## src/rtl/tx_skp_os_inserter.sv

```systemverilog
// Transmit-side SKP ordered-set inserter. It sits ahead of the 8b/10b encoder and periodically
// emits COM + SKP_COUNT x SKP, but only at packet boundaries, stalling upstream through in_ready.
module tx_skp_os_inserter #(
    parameter int          SKP_INTERVAL = 1180,
    parameter int          SKP_COUNT    = 3,
    parameter logic [7:0]  COM_SYMBOL   = 8'hBC,
    parameter logic [7:0]  SKP_SYMBOL   = 8'h3C,
    parameter logic [7:0]  IDLE_SYMBOL  = 8'h00
) (
    input  logic       write_clk,
    input  logic       rst_n,
    input  logic       tx_en,
    input  logic [7:0] data_in,
    input  logic       k_in,
    input  logic       in_valid,
    input  logic       in_sop,
    output logic       in_ready,
    input  logic       force_skp,
    output logic [7:0] data_out,
    output logic       k_out,
    output logic       skp_active,
    output logic       skp_sent,
    output logic       skp_overrun
);

    localparam int               CNT_W    = $clog2(SKP_INTERVAL);
    localparam logic [CNT_W-1:0] TC_VALUE = CNT_W'(SKP_INTERVAL - 1);
    localparam logic [2:0]       SKP_LAST = 3'(SKP_COUNT - 1);

    typedef enum logic {
        PASS,
        SKP_OS
    } state_t;

    state_t           state;
    logic [CNT_W-1:0] interval_cnt;
    logic             pending;
    logic [2:0]       skp_cnt;
    logic             tc;
    logic             start;

    assign tc    = tx_en && (interval_cnt == TC_VALUE);
    // A set may only begin when no packet is in flight: either a gap or a fresh sop symbol.
    assign start = (state == PASS) && pending && (!in_valid || in_sop);

    // NOTE: in_ready is combinational so that a sop symbol that triggers an insertion is held
    // back in the same cycle; gating with rst_n keeps upstream stalled while in reset.
    assign in_ready = rst_n && (state == PASS) && !start;

    // Interval scheduling keeps running through insertions; a request stays pending until serviced.
    // NOTE: all state uses non-blocking assignments so every register samples pre-edge values.
    always_ff @(posedge write_clk or negedge rst_n) begin
        if (!rst_n) begin
            interval_cnt <= '0;
            pending      <= 1'b0;
            skp_overrun  <= 1'b0;
        end else begin
            if (tx_en) begin
                interval_cnt <= tc ? '0 : interval_cnt + CNT_W'(1);
                pending      <= (pending && !start) || tc || force_skp;
            end else begin
                interval_cnt <= '0;
                pending      <= 1'b0;
            end
            skp_overrun <= tc && pending && !start;
        end
    end

    // Output path: pass-through with one cycle of latency, or the ordered set when inserting.
    always_ff @(posedge write_clk or negedge rst_n) begin
        if (!rst_n) begin
            state      <= PASS;
            data_out   <= IDLE_SYMBOL;
            k_out      <= 1'b0;
            skp_active <= 1'b0;
            skp_sent   <= 1'b0;
            skp_cnt    <= '0;
        end else begin
            skp_sent <= 1'b0;
            case (state)
                PASS: begin
                    if (start) begin
                        data_out   <= COM_SYMBOL;
                        k_out      <= 1'b1;
                        skp_active <= 1'b1;
                        skp_cnt    <= '0;
                        state      <= SKP_OS;
                    end else if (in_valid) begin
                        data_out   <= data_in;
                        k_out      <= k_in;
                        skp_active <= 1'b0;
                    end else begin
                        data_out   <= IDLE_SYMBOL;
                        k_out      <= 1'b0;
                        skp_active <= 1'b0;
                    end
                end
                SKP_OS: begin
                    // The set always runs to completion, independent of tx_en.
                    data_out   <= SKP_SYMBOL;
                    k_out      <= 1'b1;
                    skp_active <= 1'b1;
                    skp_cnt    <= skp_cnt + 3'd1;
                    if (skp_cnt == SKP_LAST) begin
                        skp_sent <= 1'b1;
                        state    <= PASS;
                    end
                end
                default: state <= PASS;
            endcase
        end
    end

endmodule
```

## config.mk

```make
export PLATFORM = sky130hd
export DESIGN_NAME = tx_skp_os_inserter
export DESIGN_NICKNAME = d
export VERILOG_FILES = /design/src/rtl/tx_skp_os_inserter.sv
export SDC_FILE = /design/constraint.sdc
export NUM_CORES = 1
export LEC_CHECK = 0
export BUFFER_PORTS_ARGS = -buffer_cell sky130_fd_sc_hd__buf_4
export CAP_MARGIN = 40
export CORE_UTILIZATION = 35
export DETAILED_ROUTE_END_ITERATION = 12
export MAX_ROUTING_LAYER = met4
export PLACE_DENSITY_LB_ADDON = 0.08
export SLEW_MARGIN = 20
export SYNTH_ARGS = -nofsm -noshare
export SYNTH_HDL_FRONTEND = slang
export SYNTH_SLANG_ARGS = --single-unit
```

## constraint.sdc

```tcl
create_clock -name write_clk -period 1.6 [get_ports write_clk]
set_input_delay 0 -clock write_clk [delete_from_list [all_inputs] [get_ports write_clk]]
set_output_delay 0 -clock write_clk [all_outputs]
set_load 0.02 [all_outputs]
```

Word-level counts from Yosys, hierarchy flattened
Index checks and enable logic that the tools add are counted.

word-level totals
  register bits after elaboration = 28
  bits of input ports = 15
  output and inout bits = 13
  word-level logic and storage cells = 45

cells by class
  $add $sub $neg = 2
  eq/ne operators = 3
  multiplexer cells = 17
  bitwise gates (word level) = 1
  reductions and logical operators = 13

operator list
  cell                                           count
  two-way mux 11 bit                             2
  two-way mux 8 bit                              2
  one-hot mux 8 bit (2 select lines)             1
  adder 11 x 1 -> 11 bit, second input constant  1
  == test 11 bit, second input constant          1
  logical AND 1 bit                              8
  two-way mux 1 bit                              7
  one-hot mux 1 bit (2 select lines)             3
  one-hot mux 3 bit (2 select lines)             1
  adder 3 x 1 -> 3 bit, second input constant    1
  == test 3 x 2 -> 1 bit, second input constant  1
  logical OR 1 bit                               3
  two-way mux 3 bit                              1
  zero test 1 bit                                2
  inequality test 2 bit, second input constant   1
  inverter 1 bit                                 1

Longest topological paths before layout
  word-level depth = 8
  mapped depth = 5
  gate-level depth less buffers = 4

Worst setup path before layout
No wires, ideal clock.

  kind = register -> register
  start = reg interval_cnt[0]
  end = reg interval_cnt[10]
  library setup time = 77 ps
  data arrival time = 1230 ps
  required time = 1523 ps
  path slack = 293 ps
  cell stages (with the launch flop) = 6
  buffers on the path = 1
  clock period less this slack = 1307 ps
  cell sequence = dfrtp_1 > ha_1 > and2_1 > a41o_1 > buf_6 > a21oi_1

on the way
  word-level cells in the longest chain between the ends = 4
  elaborated cells between the ends (all ways) = 5
  those cells by class = 1 x add/sub; 1 x eq/ne; 2 x mux; 1 x reduce/logical

ends and longest elaborated chain
  element                                                         RTL line  RTL
  start, declared                                                 36        logic [CNT_W-1:0] interval_cnt;
  start signal, assigned                                          59        interval_cnt <= tc ? '0 : interval_cnt + CNT_W'(1);
  branches (longest 2 deep; another with adder 11 x 1 -> 11 bit)  n/a
  two-way mux 11 bit *                                            59
  two-way mux 11 bit *                                            58        if (tx_en) begin

Mark *: on every way between the ends.
A chain may end at the register's enable or synchronous reset.

Worst setup path in the final report
  start = reg interval_cnt[0]
  end = reg interval_cnt[6]

Same word-level chain as after synthesis.

==> out/results.ini <==
[outcome]
status = finished, final reports clean

[critical_path]
reg2reg_slack_ns = 0.17
path_buf_inv = 0
crit_type = flip-flop to flip-flop
path_max_fanout = 6
worstPathCellList = ha_1 > nand2_1 > or3_2 > a21oi_1
cp.required_ns = 1.86
critPathLaunchType = flip-flop
worstPathArrival_ns = 1.68
cp_num_cells = 4
crit_family = simple AND/OR/NAND/NOR gates
r2r_cells = 4
crit_path_end_kind = flip-flop
cp_slowest_cell = or3_2
crit_path_max_incr_delay_ns = 0.43

[clock_network]
htree_num_levels = 1
root_buffer = clkbuf_4
cts.clk_slew.worst_paths_ns = 0.14
post_cts_buffers = 0
cts_buffer_depth = 2
clock_latency_ns = 0.32
cts_buffers = 3
cts_sinks = 28
tritoncts = built

[power]
sw_frac_of_total_pct = 28.8
p_seq_share_pct = 47.8
power_frac_comb_pct = 28.5
internal-power_w = 0.00136
switchingPower_w = 0.000551
peakVddDrop_uv = 691
power.density_mw_per_mm2 = 1140
p_leak_nw = 0.769
power.clock.fraction_pct = 23.7

[global_routing]
grt_max_degree = 17
antenna_found_initial = 0
grt_first_pass_wirelength_mm = 4.08
grt_pass1_vias = 916
grt_util_all_layers_pct = 15.9
grt-ovfl-total = 0

[finish]
layout-drive-gt1-share_pct = 25.0
nets = 175
final_cell_area_mm2 = 0.00168
n_antenna_cell = 0
syn_to_final_growth_pct = 40.9

[synthesis]
seq_area_frac_synth_pct = 58.9
synth-seq-cells = 28
syn_area_mm2 = 0.00119
synth_nets = 126
synthCells = 108
avgSynthCellArea_um2 = 11.0
ys_types = 32
yosysWarningCount = 0

[place]
place_ws_ns = 0.113
globalplace.congestion = 0.747
placed_area_mm2 = 0.00144
place_hpwl_mm = 1.68
io_buffers = 27

[detailed_routing]
viasPerCell = 4.80
first_pass_iters = 3
post_drt_wl_per_cell_um = 11.8
via_count = 959
wl_mm = 2.36
post-route-drc-count = 0
drtIter0Drc = 43
drtAntennaViolNets = 0

[timing]
finalClockSkew_ns = 0.00146
fmax_ghz = 0.702
drv_slew = 0
rsz0062_at_grt = false
slew_headroom_pct = 75.7
final.setup.tns_ns = 0
setup_viol = 0
min_period_over_period_pct = 89.1
tightest_slew_ns = 0.360
hold_viol_final = 0
min_period_ns = 1.43
finalWorstSetupSlack_ns = 0.175

[floorplan]
die_area_mm2 = 0.00364
die_x_um = 60.3
die_h_um = 60.3
coreArea_mm2 = 0.00313
start_util_pct = 38.0
ios = 28
rows = 20

[min_path]
min_path_type = input port to asynchronous set/reset pin

[job]
maxCapViolCount = 0

state kept, by name, summed over array words and instances (netlist names):
name	cells
skp_sent	1
skp_cnt	3
data_out	8
pending	1
skp_overrun	1
state	1
skp_active	1
k_out	1
interval_cnt	11
metal layers:
layer	GRT usage [%]	routed length [µm]
met5	-	0
met2	25.3	1150
met4	6.98	15
met1	19.5	1080
met3	3.25	107
placed cells by master, fill, tap and decap left out, types with 4 or more instances in the layout:
| master | n |
|---|---|
| and3_1 | 4 |
| o31ai_1 | 4 |
| nand2_1 | 14 |
| nor2_1 | 7 |
| dfrtp_1 | 28 |
| or4_1 | 4 |
| a21oi_1 | 7 |
| buf_4 | 29 |
| dlygate4sd3_1 | 18 |
| inv_1 | 5 |
area by class of cell:
type / count / area (µm²)
fillers: 300 / 1450
flip-flops and latches: 28 / 701
multi-input cells: 72 / 452
repair buffers: 47 / 398
well taps: 44 / 55.1
clock inverters: 1 / 30.0
clock buffers: 3 / 22.5
inverters: 5 / 18.8
cells by family after synthesis:
group	count (synthesis)	share of synthesized area, %
compound gates	19	10.2
flops	28	58.9
simple gates	45	20.6
buf+inv	8	3.26
mux	1	0.946
fa+ha+maj	3	3.15
xor+xnor	4	2.94
worst paths after layout:
kind                                      start              end
worst min-delay path                      rst_n      skp_overrun
worst min register to register  interval_cnt[0]  interval_cnt[0]
min in group write_clk                   in_sop      data_out[7]
max in group asynchronous                 rst_n      data_out[3]
worst max-delay path            interval_cnt[0]  interval_cnt[6]
worst max register to register  interval_cnt[0]  interval_cnt[6]
power groups by stage:
stage | logic [W] | registers [W] | clock network (W)
2_1_floorplan | 0.000218 | 0.00101 | 0
3_3_place_gp | 0.000509 | 0.000924 | 0
3_5_place_dp | 0.000522 | 0.000929 | 0
4_1_cts | 0.000557 | 0.000915 | 0.000478
5_1_grt | 0.000605 | 0.000936 | 0.000503
6_report | 0.000546 | 0.000914 | 0.000454
timing repair:
item / in CTS / in global routing
endpoints found under the hold margin: 40 / 0
hold buffers: 18 / 0
endpoints found under the setup margin: 0 / 3
resized for setup: 0 / 1
synth_stat cells:
cell	number	area, µm²
a41o_1	1	10.0
or3_2	1	7.51
nand2b_1	1	6.26
or3_1	1	6.26
clkbuf_1	1	3.75
and2_2	1	7.51
xnor2_1	1	8.76
buf_2	1	5.00
a22oi_1	1	7.51
nand3_1	2	10.0
o21ai_0	3	15.0
and2_1	2	12.5
nor3_1	1	5.00
xor2_1	3	26.3
nand3_2	2	20.0
a31oi_1	1	6.26
a21oi_1	7	35.0
mux2_2	1	11.3
and3b_1	1	8.76
o31ai_1	4	30.0
ha_1	3	37.5
nand2_1	14	52.6
or4_1	4	30.0
nor2b_1	1	6.26
dfrtp_1	28	701
inv_1	5	18.8
buf_6	1	11.3
a22o_1	2	17.5
nor4b_1	1	8.76
nor2_1	7	26.3
nand4_1	2	12.5
and3_1	4	25.0
stage by stage:
stage                     hold WS, ns  power [W]  util [%]  std cells
after floorplan                -0.296    0.00123         -        108
after global placement         -0.142    0.00143      46.1        178
after detailed placement       -0.140    0.00145      46.1        178
after CTS                      0.0335    0.00195      53.6        200
after global routing           0.0221    0.00205      53.6        200
final                          0.0381    0.00191      53.6        200
Power figures use the tool's default switching activity.
